==> config.mk <==
export PLATFORM = sky130hd
export DESIGN_NAME = mem_arbiter
export DESIGN_NICKNAME = d
export VERILOG_FILES = /design/src/rtl/mem_arbiter.sv
export SDC_FILE = /design/constraint.sdc
export NUM_CORES = 1
export LEC_CHECK = 0
export ABC_AREA = 1
export BUFFER_PORTS_ARGS = -buffer_cell sky130_fd_sc_hd__buf_4
export CORE_AREA = 2 2 291 293
export DETAILED_ROUTE_END_ITERATION = 16
export DIE_AREA = 0 0 293 295
export HOLD_SLACK_MARGIN = 0.12
export SLEW_MARGIN = 5
export SYNTH_ARGS = -nofsm -noshare
export SYNTH_HDL_FRONTEND = slang
export SYNTH_SLANG_ARGS = --single-unit
==> constraint.sdc <==
create_clock -name clk -period 4 [get_ports clk]
set_clock_uncertainty 0.1 [all_clocks]
set_input_delay 0.4 -clock clk [delete_from_list [all_inputs] [get_ports clk]]
set_output_delay 0.4 -clock clk [all_outputs]
set_load 0.005 [all_outputs]
==> src/rtl/mem_arbiter.sv <==
// mem_arbiter
//
// Shares one cache-line memory port between the I-cache and the D-cache.
// One requester is granted at a time; its address, write line and command
// are latched on the grant edge and drive the memory port until memory
// signals completion. Simultaneous requests alternate between the caches.
//
// Handshake (both caches): a cache raises its enable and holds it with a
// stable address/data until it sees its one-cycle ready pulse. The ready
// pulse is combinational from in_mem_ready while that cache owns the port.
// The arbiter stores no request: whatever is high in IDLE is what competes.
//
// Ports
//   clk, reset              single clock, synchronous active-high reset
//   in_icache_*             I-cache line read request and address
//   out_icache_read_data/ready   line and completion pulse to I-cache
//   in_dcache_*             D-cache fill/writeback request, address, line
//   out_dcache_read_data/ready   line and completion pulse to D-cache
//   out_mem_*               memory command, address and write line
//   in_mem_read_data/ready  memory read line and completion pulse
//   out_grant               00 none, 01 I-cache, 10 D-cache
//   out_dbg_state           current FSM state (IDLE=0, SERVE_I=1, SERVE_D=2, RELEASE=3)

module mem_arbiter #(
    parameter int CACHE_LINE_SIZE = 128
) (
    input  logic                       clk,
    input  logic                       reset,

    input  logic                       in_icache_read_en,
    input  logic [31:0]                in_icache_addr,
    output logic [CACHE_LINE_SIZE-1:0] out_icache_read_data,
    output logic                       out_icache_ready,

    input  logic                       in_dcache_read_en,
    input  logic                       in_dcache_write_en,
    input  logic [31:0]                in_dcache_addr,
    input  logic [CACHE_LINE_SIZE-1:0] in_dcache_write_data,
    output logic [CACHE_LINE_SIZE-1:0] out_dcache_read_data,
    output logic                       out_dcache_ready,

    output logic                       out_mem_read_en,
    output logic                       out_mem_write_en,
    output logic [31:0]                out_mem_addr,
    output logic [CACHE_LINE_SIZE-1:0] out_mem_write_data,
    input  logic [CACHE_LINE_SIZE-1:0] in_mem_read_data,
    input  logic                       in_mem_ready,

    output logic [1:0]                 out_grant,
    output logic [1:0]                 out_dbg_state
);

    typedef enum logic [1:0] {
        IDLE    = 2'd0,
        SERVE_I = 2'd1,
        SERVE_D = 2'd2,
        RELEASE = 2'd3
    } state_t;

    state_t                     state_q, state_d;
    logic                       last_d_q, last_d_d;   // 1: most recent grant went to the D-cache
    logic [31:0]                addr_q, addr_d;
    logic [CACHE_LINE_SIZE-1:0] wdata_q, wdata_d;
    logic                       rd_q, rd_d;
    logic                       wr_q, wr_d;

    logic                       i_req, d_req;
    logic                       grant_i, grant_d;

    always_ff @(posedge clk) begin
        if (reset) begin
            state_q  <= IDLE;
            last_d_q <= 1'b0;
            addr_q   <= '0;
            wdata_q  <= '0;
            rd_q     <= 1'b0;
            wr_q     <= 1'b0;
        end else begin
            state_q  <= state_d;
            last_d_q <= last_d_d;
            addr_q   <= addr_d;
            wdata_q  <= wdata_d;
            rd_q     <= rd_d;
            wr_q     <= wr_d;
        end
    end

    always_comb begin
        state_d              = state_q;
        last_d_d             = last_d_q;
        addr_d               = addr_q;
        wdata_d              = wdata_q;
        rd_d                 = rd_q;
        wr_d                 = wr_q;
        i_req                = in_icache_read_en;
        d_req                = in_dcache_read_en | in_dcache_write_en;
        grant_i              = 1'b0;
        grant_d              = 1'b0;
        out_mem_read_en      = 1'b0;
        out_mem_write_en     = 1'b0;
        out_grant            = 2'b00;
        out_icache_ready     = 1'b0;
        out_dcache_ready     = 1'b0;
        out_icache_read_data = '0;
        out_dcache_read_data = '0;

        unique case (state_q)
            IDLE: begin
                // On a tie the cache that did not win last time goes next.
                if (i_req && d_req) begin
                    grant_d = ~last_d_q;
                    grant_i = last_d_q;
                end else begin
                    grant_i = i_req;
                    grant_d = d_req;
                end

                if (grant_i) begin
                    state_d  = SERVE_I;
                    last_d_d = 1'b0;
                    addr_d   = in_icache_addr;
                    wdata_d  = '0;
                    rd_d     = 1'b1;
                    wr_d     = 1'b0;
                end else if (grant_d) begin
                    state_d  = SERVE_D;
                    last_d_d = 1'b1;
                    addr_d   = in_dcache_addr;
                    wdata_d  = in_dcache_write_data;
                    // Both D enables high is illegal; treat it as a writeback only.
                    wr_d     = in_dcache_write_en;
                    rd_d     = ~in_dcache_write_en;
                end
            end

            SERVE_I, SERVE_D: begin
                out_mem_read_en  = rd_q;
                out_mem_write_en = wr_q;
                out_grant        = (state_q == SERVE_I) ? 2'b01 : 2'b10;
                if (in_mem_ready) begin
                    state_d = RELEASE;
                    // A completion arriving while reset is asserted is dropped.
                    if (state_q == SERVE_I) begin
                        out_icache_ready     = ~reset;
                        out_icache_read_data = in_mem_read_data;
                    end else begin
                        out_dcache_ready     = ~reset;
                        out_dcache_read_data = in_mem_read_data;
                    end
                end
            end

            RELEASE: begin
                // One dead cycle lets the owner drop its enable before IDLE samples it.
                state_d = IDLE;
            end

            default: state_d = IDLE;
        endcase
    end

    assign out_mem_addr       = addr_q;
    assign out_mem_write_data = wdata_q;
    assign out_dbg_state      = state_q;

endmodule

# Word-level counts from Yosys, hierarchy flattened
# Cells that the tools add are included.
[totals] reg_bits=165 inputBits=326 out_inout_bits=424 word_cells=55
[classes] eq_ne=5 mux=34 n_bitwise=4 n_reduce_logical=6
[op_table] operator="$mux 128" n=8
[op_table] operator="$mux 32" n=2
[op_table] operator="$mux 1" n=18
[op_table] operator="$mux 2" n=5
[op_table] operator="$pmux 2 s3" n=1
[op_table] operator="$eq 2x2->1 const B" n=2
[op_table] operator="$reduce_and 2->1" n=2
[op_table] operator="$ne 3x3->1 const B" n=1
[op_table] operator="$not 1->1" n=3
[op_table] operator="$eq 2x1->1 const B" n=1
[op_table] operator="$logic_not 2->1" n=1
[op_table] operator="$ne 2x2->1 const B" n=1
[op_table] operator="$reduce_bool 2->1" n=1
[op_table] operator="$reduce_or 2->1" n=1
[op_table] operator="$logic_and 1x1->1" n=1
[op_table] operator="$or 1x1->1" n=1

# Longest topological paths before layout
# Gate-level depths: netlist (run 1).
[logic_depth] depth_word=7 mapped_depth=9 mapped_depth_nobuf=8

# Worst setup path after synthesis (run 1)
# OpenSTA, ideal clock, no wires.
[synth_timing] path_kind="reg-to-output" start="register state_q[0] (netlist: out_dbg_state[0])" end="output out_icache_read_data[100]" arrival_ns=1.562 t_required_ns=3.500 setup_slack_ns=1.938 stages_incl_launch_ff=7 n_path_buf=2 path_cell_list="dfxtp_1 -> inv_1 -> ha_1 -> inv_2 -> clkbuf_1 -> clkbuf_1 -> nor3_1"
[synth_via] elab_chain_len=4 elab_cells_between_ends=6 cone_classes="2 x eq/ne; 3 x mux; 1 x reduce/logical"
[synth_rtl] element="start, declared" line_no="60" rtl="state_t state_q, state_d;"
[synth_rtl] element="start signal, assigned" line_no="79" rtl="state_q <= state_d;"
[synth_rtl] element="$eq 2x1->1" line_no="107, 143"
[synth_rtl] element="$mux 128" line_no="143" rtl="if (state_q == SERVE_I) begin"
[synth_rtl] element="$mux 128" line_no="140" rtl="if (in_mem_ready) begin"
[synth_rtl] element="$mux 128 (*)" line_no="107" rtl="unique case (state_q)"
[synth_rtl] element="end, declared" line_no="32" rtl="output logic [CACHE_LINE_SIZE-1:0] out_icache_read_data,"
# Mark *: on every way between the ends. The rest lies on a longest branch, timed or not.

# Worst setup path in the final report (run 1)
[layout_timing] start="register state_q[0] (netlist: out_dbg_state[0])" end="output out_icache_read_data[8]"
# The elaborated chain is that of the path after synthesis.

==> results of run 1 <==
==> worst reg2reg max path, cell delays in order, from the launching register on <==
cell                      delay [ns]
sky130_fd_sc_hd__dfxtp_1        0.35
sky130_fd_sc_hd__inv_1          0.10
sky130_fd_sc_hd__ha_1           0.20
sky130_fd_sc_hd__inv_1          0.11
sky130_fd_sc_hd__a21oi_4        0.22
sky130_fd_sc_hd__buf_12         0.55
sky130_fd_sc_hd__nand3_2        0.64
sky130_fd_sc_hd__a21oi_1        0.20
==> per-stage QoR <==
step / hold slack (ns) / cells
final: 0.1541 / 3215
after detailed placement: 0.3559 / 3055
after floorplan: 0.3401 / 1342
after global routing: 0.1328 / 3214
after global placement: 0.3518 / 3055
after CTS: 0.1238 / 3212
==> sequential cells by signal (all words and copies together), names as in the netlist <==
signal,flops
wr_q,1
out_dbg_state,2
out_mem_write_data,128
out_mem_addr,32
last_d_q,1
rd_q,1
==> routing by layer <==
metal / routed length, um / up-vias / GRT usage
met1: 24800 / 5658 / 0.1554
met4: 2233 / 58 / 0.05078
met3: 6528 / 145 / 0.06247
li1: - / 5931 / -
met5: 384 / - / 0
met2: 31250 / 584 / 0.2438
==> power by group <==
group,switching (mW),internal [mW]
sequential,0.222,2.07
combinational,2.91,1.94
clock,0.784,0.834
==> cells by family after synthesis <==
kind of cell    Yosys count
compound gates          164
fa+ha+maj                 3
buf+inv                 339
flops                   165
simple gates            671
==> path summary, 6_finish.rpt <==
kind / to / slack (ns) / cells after the start
max: out_icache_read_data[8] / 0.77 / 6
min: out_mem_write_data[117] / 0.15 / 3
max reg2reg: out_mem_write_data[70] / 1.44 / 7
min reg2reg: out_mem_write_data[11] / 0.36 / 2
==> synth_stat cells <==
cell and count:
sky130_fd_sc_hd__nor2_1 7, sky130_fd_sc_hd__inv_2 3, sky130_fd_sc_hd__buf_8 6, sky130_fd_sc_hd__buf_4 8, sky130_fd_sc_hd__dfxtp_1 165, sky130_fd_sc_hd__inv_1 202, sky130_fd_sc_hd__nand2_1 206, sky130_fd_sc_hd__nand2_2 2
sky130_fd_sc_hd__clkbuf_1 79, sky130_fd_sc_hd__nor3b_1 1, sky130_fd_sc_hd__nand3_2 60, sky130_fd_sc_hd__a21oi_1 153, sky130_fd_sc_hd__a21oi_2 11, sky130_fd_sc_hd__nand3_1 136, sky130_fd_sc_hd__nor3_1 258, sky130_fd_sc_hd__ha_1 3
sky130_fd_sc_hd__buf_6 2, sky130_fd_sc_hd__or2_1 1, sky130_fd_sc_hd__buf_2 22, sky130_fd_sc_hd__buf_1 17
==> layout make-up <==
cell class / count / area, sq um / area share
diodes: 3 / 7.507 / 0.0004310
clock buffers: 19 / 452.9 / 0.02600
clock inverters: 12 / 95.09 / 0.005459
inverters: 205 / 782.0 / 0.04489
multi-input cells: 838 / 4329 / 0.2485
flip-flops and latches: 165 / 3303 / 0.1896
well taps: 1080 / 1351 / 0.07758
repair buffers: 893 / 7098 / 0.4075
==> results.sh, run 1 <==
export IMPL_run_status="completed"
export IMPL_clock_sinks=165
export IMPL_syn_num_nets=1671
export IMPL_slew_limit_headroom=0.2413
export IMPL_dpl_worst_slack_ns=1.294
export IMPL_power_leakage_nw=8.349
export IMPL_fillers=9361
export IMPL_critical_path_max_fanout=112
export IMPL_num_io_pins=750
export IMPL_cts_tree="yes"
export IMPL_buffers_added_on_ports=749
export IMPL_drt_drc_violations_left=0
export IMPL_final_common_cell="sky130_fd_sc_hd__buf_4"
export IMPL_cp_required_ns=3.50
export IMPL_initial_utilization=0.1084
export IMPL_antenna_found_initial=41
export IMPL_fmax_mhz=309.3
export IMPL_core_rowCount=106
export IMPL_viasPerCell=3.849
export IMPL_synth_area_mux_share=0
export IMPL_post_route_util=0.2095
export IMPL_timing_worst_slew_pin_value_ns=1.138
export IMPL_synth_compound_area_frac=0.09564
export IMPL_post_route_worst_setup_slack_ns=0.7668
export IMPL_holdCritStartpoint="in_dcache_write_data[117]"
export IMPL_netlist_top_cell_by_area="sky130_fd_sc_hd__dfxtp_1"
export IMPL_worst_ir_drop_vdd_mv=0.6494
export IMPL_synth_top_cells_by_area="sky130_fd_sc_hd__dfxtp_1, sky130_fd_sc_hd__nor3_1, sky130_fd_sc_hd__nand2_1"
export IMPL_die_area_sq_um=86440
export IMPL_largest_net_degree_at_the_start_of_global_routing=164
export IMPL_first_global_vias=11785
export IMPL_fin_nets=2449
export IMPL_report_power_total_mw=8.763
export IMPL_synth_cell_area_sq_um=9014
export IMPL_drive_above_1_share=0.4109
export IMPL_post_cts_setup_buffer_count=0
export IMPL_postPlaceCellArea_sq_um=15600
export IMPL_core_area_sq_um=83160
export IMPL_ctsRootBufferMaster="sky130_fd_sc_hd__clkbuf_16"
export IMPL_clkSlewWorstSetupHoldPaths_ns=0.08
export IMPL_grt_setup_unrepaired="no"
export IMPL_grt_util_all_layers=0.1422
export IMPL_r2r_start="out_dbg_state[0]"
export IMPL_hold_path_class="in2reg"
export IMPL_cp_cell_sequence="inv_1, ha_1, inv_8, buf_4, nor3_1, buf_4"
export IMPL_timing_critical_path_max_delay_family="buffers and inverters"
export IMPL_ys_warn_count=0
export IMPL_global_route_wire_length_before_repair_um=87550
export IMPL_setup_viol=0
export IMPL_critical_path_most_common_cell="sky130_fd_sc_hd__buf_4"
export IMPL_synth_simple_area_share=0.3770
export IMPL_postSynthRegisterBits=165
export IMPL_layout_worst_path_cycle_share=0.8083
export IMPL_route_final_wire_length_um=65200
export IMPL_critPathBufInv=4
export IMPL_dpl_hpwl_um=51780
export IMPL_synthDistinctLibCells=20
export IMPL_cts_path_max_buffers=2
export IMPL_final_max_slew_violation_count=0
export IMPL_ant_nets=0
export IMPL_detailedRoute_firstIterationViolations=514
export IMPL_synth_top_family_by_area="simple AND/OR/NAND/NOR gates"
export IMPL_timing_critical_path_slowest_cell_delay_ns=0.52
export IMPL_finalSetupTns_ns=0
export IMPL_mostFrequentLayoutCells="sky130_fd_sc_hd__buf_4, sky130_fd_sc_hd__nor3_1, sky130_fd_sc_hd__nand2_1"
export IMPL_drt_pre_antenna_iters=5
export IMPL_setup_worst_path_end_class="output pin"
export IMPL_worstPathArrival_ns=2.73
export IMPL_cts_buffers_inserted=17
export IMPL_setup_worst_path_start_class="flip-flop"
export IMPL_die_y_um=295
export IMPL_number_of_vias_in_the_routed_layout=12376
export IMPL_slowest_stage="sky130_fd_sc_hd__inv_8"
export IMPL_synth_xor_xnor_area_share=0
export IMPL_maxCapViolations=0
export IMPL_synth_top_area_share=0.3665
export IMPL_finalHoldViolCount=0
export IMPL_globalplace_congestion=0.8948
export IMPL_criticalPathCategory="reg2out"
export IMPL_h_tree_depth=4
export IMPL_power_density_nw_per_um2=503.1
export IMPL_adder_cell_area_share_of_the_yosys_netlist=0.004164
export IMPL_post_route_standard_cell_area_excluding_fillers_sq_um=17420
export IMPL_postSynthCellCount=1342
export IMPL_detail_route_wl_per_cell_um=20.28
export IMPL_grt_overflow_total=0
export IMPL_syn_area_per_cell_sq_um=6.717
export IMPL_post_cts_resize_count=0
export IMPL_synth_seq_area_share=0.3665
export IMPL_layout_area_overhead_vs_synth_pct=93.25
export IMPL_cts_hold_buffers_added=126
export IMPL_clock_insertion_delay_worst_skew_ns=0.47
export IMPL_worstSetupStartpoint="out_dbg_state[0]"
export IMPL_die_width_um=293
export IMPL_fin_crit_ns=3.233
Note: power is estimated with default switching activity, not from simulation.
==> run 2: changes to the inputs <==
clock period = 2.6 ns   (was 4 ns; I/O delays follow)
==> results.sh, run 2 (synthesized netlist as in run 1, its figures left out) <==
export IMPL_run_status="completed"
export IMPL_fillers=9256
export IMPL_buffers_added_on_ports=749
export IMPL_switching_share=0.4377
export IMPL_worst_hold_path_num_cells=5
export IMPL_maxCapViolations=0
export IMPL_clock_insertion_delay_worst_skew_ns=0.46
export IMPL_cts_tree="yes"
export IMPL_largest_register_ffs=128
export IMPL_die_y_um=295
export IMPL_r2r_slack_ns=0.21
export IMPL_p_int_mw=8.398
export IMPL_fmax_mhz=398.0
export IMPL_setup_viol=0
export IMPL_first_global_vias=12010
export IMPL_worstSetupStartpoint="out_dbg_state[1]"
export IMPL_grt_overflow_total=0
export IMPL_worst_ir_drop_vdd_mv=0.4521
export IMPL_drive_above_1_share=0.4131
export IMPL_final_max_slew_violation_count=0
export IMPL_mostFrequentLayoutCells="sky130_fd_sc_hd__buf_4, sky130_fd_sc_hd__nor3_1, sky130_fd_sc_hd__nand2_1"
export IMPL_largest_net_degree_at_the_start_of_global_routing=113
export IMPL_finish_cell_count_without_fillers=3332
export IMPL_clkSlewWorstSetupHoldPaths_ns=0.07
export IMPL_cts_path_max_buffers=2
export IMPL_power_clock_fraction=0.173
export IMPL_grt_setup_unrepaired="yes"
export IMPL_initial_utilization=0.1084
export IMPL_min_delay_worst_endpoint="out_mem_addr[7]"
export IMPL_layout_worst_path_cycle_share=0.9664
export IMPL_dpl_hpwl_um=53390
export IMPL_finalSetupTns_ns=0
export IMPL_r2r_start="out_dbg_state[1]"
export IMPL_worst_r2r_cell_count=10
export IMPL_die_area_sq_um=86440
export IMPL_fin_nets=2555
export IMPL_number_of_vias_in_the_routed_layout=12880
export IMPL_core_rowCount=106
export IMPL_critical_path_max_fanout=53
export IMPL_h_tree_depth=4
export IMPL_cts_buffers_inserted=17
export IMPL_criticalPathCategory="reg2out"
export IMPL_layout_area_overhead_vs_synth_pct=107.6
export IMPL_sequential_fraction_of_design_power=0.237
export IMPL_timing_hold_ws_ns=0.1668
export IMPL_worstPathArrival_ns=2.15
export IMPL_power_switching_mw=6.538
export IMPL_slew_limit_headroom=0.6801
export IMPL_globalplace_congestion=0.8863
export IMPL_placed_cells=3077
export IMPL_clock_sinks=165
export IMPL_detail_route_wl_per_cell_um=20.65
export IMPL_route_final_wire_length_um=68810
export IMPL_power_leakage_nw=8.927
export IMPL_detailedRoute_firstIterationViolations=568
export IMPL_core_area_sq_um=83160
export IMPL_setup_worst_path_end_class="output pin"
export IMPL_antenna_found_initial=48
export IMPL_num_io_pins=750
export IMPL_drt_pre_antenna_iters=5
export IMPL_ctsRootBufferMaster="sky130_fd_sc_hd__clkbuf_16"
export IMPL_cp_required_ns=2.24
export IMPL_setup_worst_path_start_class="flip-flop"
export IMPL_post_route_util=0.2250
export IMPL_finalHoldViolCount=0
export IMPL_die_width_um=293
export IMPL_holdCritStartpoint="in_icache_addr[7]"
export IMPL_postPlaceCellArea_sq_um=15870
export IMPL_drt_drc_violations_left=0
export IMPL_power_frac_comb=0.591
export IMPL_final_common_cell="sky130_fd_sc_hd__buf_4"
export IMPL_timing_worst_slew_pin_value_ns=0.4799
export IMPL_ant_nets=0
export IMPL_fin_crit_ns=2.513
export IMPL_hold_path_class="in2reg"
export IMPL_post_route_standard_cell_area_excluding_fillers_sq_um=18710
export IMPL_r2r_end="out_mem_addr[28]"
export IMPL_global_route_wire_length_before_repair_um=89030
export IMPL_grt_util_all_layers=0.1453
export IMPL_viasPerCell=3.866
export IMPL_power_density_nw_per_um2=798.3
==> run 2: area by class of cell <==
| class | count | area [sq um] | share of cell area |
|---|---|---|---|
| Timing Repair inverter | 3 | 33.78 | 0.001806 |
| Timing Repair Buffer | 996 | 8229 | 0.4398 |
| Multi-Input combinational cell | 838 | 4380 | 0.2341 |
| Clock buffer | 20 | 456.7 | 0.02441 |
| Clock inverter | 12 | 120.1 | 0.006420 |
| Antenna cell | 13 | 32.53 | 0.001739 |
| Inverter | 205 | 800.8 | 0.04280 |
| Tap cell | 1080 | 1351 | 0.07222 |
| Sequential cell | 165 | 3306 | 0.1767 |
==> run 2: how the worst max path moves through the flow <==
stage | to | cells after the start
2_1_floorplan | out_icache_read_data[100] | 6
3_3_place_gp | out_icache_read_data[72] | 7
3_5_place_dp | out_icache_read_data[7] | 6
4_1_cts | out_icache_read_data[7] | 6
5_1_grt | out_icache_read_data[43] | 7
6_report | out_icache_read_data[43] | 7
==> run 2: through the flow <==
stage                     worst slack [ns]  total power, mW
after detailed placement            0.3078            11.29
after global routing              -0.02479            15.98
after global placement              0.3594            11.23
final                              0.08726            14.94
after floorplan                     0.6784            7.456
after CTS                       0.00001266            14.41
==> run 2: power groups by stage <==
stage                     Combinational, mW  Clock [mW]  Sequential [mW]
final                                  8.82        2.58             3.53
after global routing                   9.58        2.79             3.60
after CTS                              8.17        2.72             3.52
after detailed placement               7.71           0             3.57
after global placement                 7.67           0             3.56
after floorplan                        3.85           0             3.61
==> run 2: what timing repair did <==
action	CTS	global route
cloned	0	5
gates resized for setup	5	16
setup endpoints to repair	217	112
pin swaps	1	1
hold buffers	193	0
hold endpoints to repair	163	0
setup buffers	2	10
==> run 2: routing by layer <==
layer  part of all wire  up-vias  global-route usage
li1                   -     6150                   -
met1               0.39     5952              0.1641
met2               0.50      610              0.2574
met3              0.088      122             0.05300
met4              0.023       46             0.03765
met5             0.0039        -                   0
==> run 2: worst max-delay path: stages, from the launching register on <==
cell                      delay, ns
sky130_fd_sc_hd__dfxtp_2       0.33
sky130_fd_sc_hd__inv_1         0.14
sky130_fd_sc_hd__ha_2          0.26
sky130_fd_sc_hd__nand2_4       0.07
sky130_fd_sc_hd__buf_12        0.17
sky130_fd_sc_hd__buf_4         0.25
sky130_fd_sc_hd__nor3_1        0.24
sky130_fd_sc_hd__buf_4         0.17
==> run 3: changes to the inputs <==
CELL_PAD_IN_SITES_DETAIL_PLACEMENT = 0   (was not set)
CELL_PAD_IN_SITES_GLOBAL_PLACEMENT = 1   (was not set)
CORE_AREA = 2 2 292 294   (was 2 2 291 293)
DIE_AREA = 0 0 294 296   (was 0 0 293 295)
PLACE_DENSITY_LB_ADDON = 0.1   (was not set)
==> results.sh, run 3 (synthesized netlist as in run 1, its figures left out) <==
export IMPL_core_rowCount=107
export IMPL_drt_pre_antenna_iters=5
export IMPL_min_delay_worst_endpoint="out_dbg_state[0]"
export IMPL_grt_util_all_layers=0.1557
export IMPL_fin_nets=2580
export IMPL_worst_r2r_cell_count=10
export IMPL_setup_viol=0
export IMPL_clock_sinks=165
export IMPL_slowest_stage="sky130_fd_sc_hd__dfxtp_4"
export IMPL_fmax_mhz=400.3
export IMPL_dpl_worst_slack_ns=0.2185
export IMPL_globalplace_congestion=0.8981
export IMPL_layout_worst_path_cycle_share=0.9609
export IMPL_buffers_added_on_ports=749
export IMPL_run_status="completed"
export IMPL_cts_tree="yes"
export IMPL_worst_ir_drop_vdd_mv=0.4527
export IMPL_placed_cells=3094
export IMPL_clock_insertion_delay_worst_skew_ns=0.47
export IMPL_die_area_sq_um=87020
export IMPL_critical_path_most_common_cell="sky130_fd_sc_hd__buf_4"
export IMPL_holdCritStartpoint="in_mem_ready"
export IMPL_viasPerCell=3.794
export IMPL_clkSlewWorstSetupHoldPaths_ns=0.07
export IMPL_initial_utilization=0.1070
export IMPL_seq_area_sq_um=3307
export IMPL_postPlaceCellArea_sq_um=15980
export IMPL_met3_track_demand_over_resource=0.05598
export IMPL_number_of_vias_in_the_routed_layout=12734
export IMPL_grt_overflow_total=0
export IMPL_mostFrequentLayoutCells="sky130_fd_sc_hd__buf_4, sky130_fd_sc_hd__dlygate4sd3_1, sky130_fd_sc_hd__nand2_1"
export IMPL_r2r_start="out_dbg_state[1]"
export IMPL_timing_worst_slew_pin_value_ns=0.4457
export IMPL_final_common_cell="sky130_fd_sc_hd__buf_4"
export IMPL_timing_critical_path_slowest_cell_delay_ns=0.38
export IMPL_largest_net_degree_at_the_start_of_global_routing=72
export IMPL_power_density_nw_per_um2=804.9
export IMPL_critPathBufInv=4
export IMPL_hold_path_class="in2reg"
export IMPL_setup_worst_path_start_class="flip-flop"
export IMPL_worstPathArrival_ns=2.14
export IMPL_drive_above_1_share=0.4351
export IMPL_cts_path_max_buffers=2
export IMPL_final_max_slew_violation_count=0
export IMPL_num_io_pins=750
export IMPL_dpl_hpwl_um=55430
export IMPL_met1_usage=0.1548
export IMPL_timing_critical_path_max_delay_family="buffers and inverters"
export IMPL_gr_max_usage_layer="met2"
export IMPL_setup_worst_path_end_class="output pin"
export IMPL_die_width_um=294
export IMPL_r2r_end="out_mem_write_data[9]"
export IMPL_h_tree_depth=4
export IMPL_slew_limit_headroom=0.7013
export IMPL_power_leakage_nw=9.158
export IMPL_cp_required_ns=2.24
export IMPL_maxCapViolations=0
export IMPL_worst_hold_path_num_cells=6
export IMPL_cp_cell_sequence="inv_1, ha_4, bufinv_16, nor3_2, buf_4, buf_4"
export IMPL_grt_setup_unrepaired="yes"
export IMPL_post_route_standard_cell_area_excluding_fillers_sq_um=19350
export IMPL_ctsRootBufferMaster="sky130_fd_sc_hd__clkbuf_16"
export IMPL_fillers=9602
export IMPL_largest_register_ffs=128
export IMPL_finalHoldViolCount=0
export IMPL_detailedRoute_firstIterationViolations=487
export IMPL_post_route_worst_setup_slack_ns=0.1016
export IMPL_antenna_found_initial=4
export IMPL_r2r_slack_ns=0.21
export IMPL_drt_drc_violations_left=0
export IMPL_die_y_um=296
export IMPL_core_area_sq_um=84210
export IMPL_fin_crit_ns=2.498
export IMPL_finish_cell_count_without_fillers=3356
export IMPL_multi_input_comb_area_sq_um=4707
export IMPL_cts_buffers_inserted=17
export IMPL_critical_path_max_fanout=32
export IMPL_ant_nets=0
export IMPL_global_route_wire_length_before_repair_um=96590
export IMPL_first_global_vias=13053
export IMPL_route_final_wire_length_um=71900
export IMPL_layout_area_overhead_vs_synth_pct=114.6
export IMPL_timing_hold_ws_ns=0.2489
export IMPL_detail_route_wl_per_cell_um=21.42
export IMPL_criticalPathCategory="reg2out"
export IMPL_global_route_usage_met2=0.3048
==> run 3: cell types whose count changed in the layout (fill, tap and decap cells not counted), moves of 3 or more <==
cell / previous run / this run
sky130_fd_sc_hd__nor3_1: 252 / 193
sky130_fd_sc_hd__nor3_2: 5 / 64
sky130_fd_sc_hd__dlygate4sd3_1: 193 / 217
sky130_fd_sc_hd__diode_2: 13 / 2
sky130_fd_sc_hd__buf_4: 780 / 775
sky130_fd_sc_hd__bufinv_16: 1 / 4
sky130_fd_sc_hd__inv_8: 4 / 1
==> run 3: routing by layer <==
metal | vias up | part of all wire
li1 | 6184 | -
met1 | 6033 | 0.35
met2 | 466 | 0.55
met3 | 47 | 0.080
met4 | 4 | 0.017
met5 | - | 0.00033
==> run 3: what timing repair did <==
action | CTS | global route
gates resized for setup | 26 | 58
endpoints found under the hold margin | 164 | 0
setup endpoints to repair | 228 | 192
pin swaps | 3 | 0
gates cloned | 4 | 4
hold buffers | 217 | 0
setup buffers | 1 | 2
==> run 3: cell type report <==
class	instances	area share
antenna	2	0.0002587
clock buffer	18	0.02218
clock inverter	14	0.009183
inverter	205	0.04126
multi-input combinational	840	0.2433
sequential	165	0.1709
tap	1090	0.07049
timing repair buffer	1021	0.4420
timing repair inverter	1	0.0004527
==> run 3: worst max-delay path by stage <==
stage,startpoint,end,slack [ns],cells past startpoint
after floorplan,out_dbg_state[0],out_icache_read_data[100],0.68,6
after global placement,out_dbg_state[1],out_icache_read_data[68],0.22,6
after detailed placement,out_dbg_state[1],out_icache_read_data[68],0.22,6
after CTS,out_dbg_state[1],out_icache_read_data[84],-0.008,5
after global routing,out_dbg_state[0],out_icache_read_data[119],-0.03,6
final,out_dbg_state[0],out_icache_read_data[55],0.10,6
==> run 3: stage by stage <==
stage          utilization   TNS, ns  power [mW]
2_1_floorplan            -         0       7.456
3_3_place_gp        0.1898         0       11.72
3_5_place_dp        0.1898         0       11.71
4_1_cts             0.2252  -0.02917       15.49
5_1_grt             0.2297   -0.1527       16.76
6_report            0.2298         0       15.57
==> run 3: power by group <==
| part | internal [mW] | switching (mW) |
|---|---|---|
| registers | 3.19 | 0.350 |
| logic | 4.00 | 5.28 |
| clock network | 1.52 | 1.24 |
| total | 8.71 | 6.86 |
==> run 3: worst reg2reg max path: stages (launching register included) <==
cell and delay, ns:
sky130_fd_sc_hd__dfxtp_1 0.38, sky130_fd_sc_hd__inv_2 0.09, sky130_fd_sc_hd__ha_4 0.17, sky130_fd_sc_hd__inv_1 0.14
sky130_fd_sc_hd__a21oi_4 0.05, sky130_fd_sc_hd__buf_12 0.14, sky130_fd_sc_hd__inv_4 0.26, sky130_fd_sc_hd__buf_12 0.22
sky130_fd_sc_hd__nand2_1 0.10, sky130_fd_sc_hd__a21oi_1 0.14, sky130_fd_sc_hd__dlygate4sd3_1 0.55
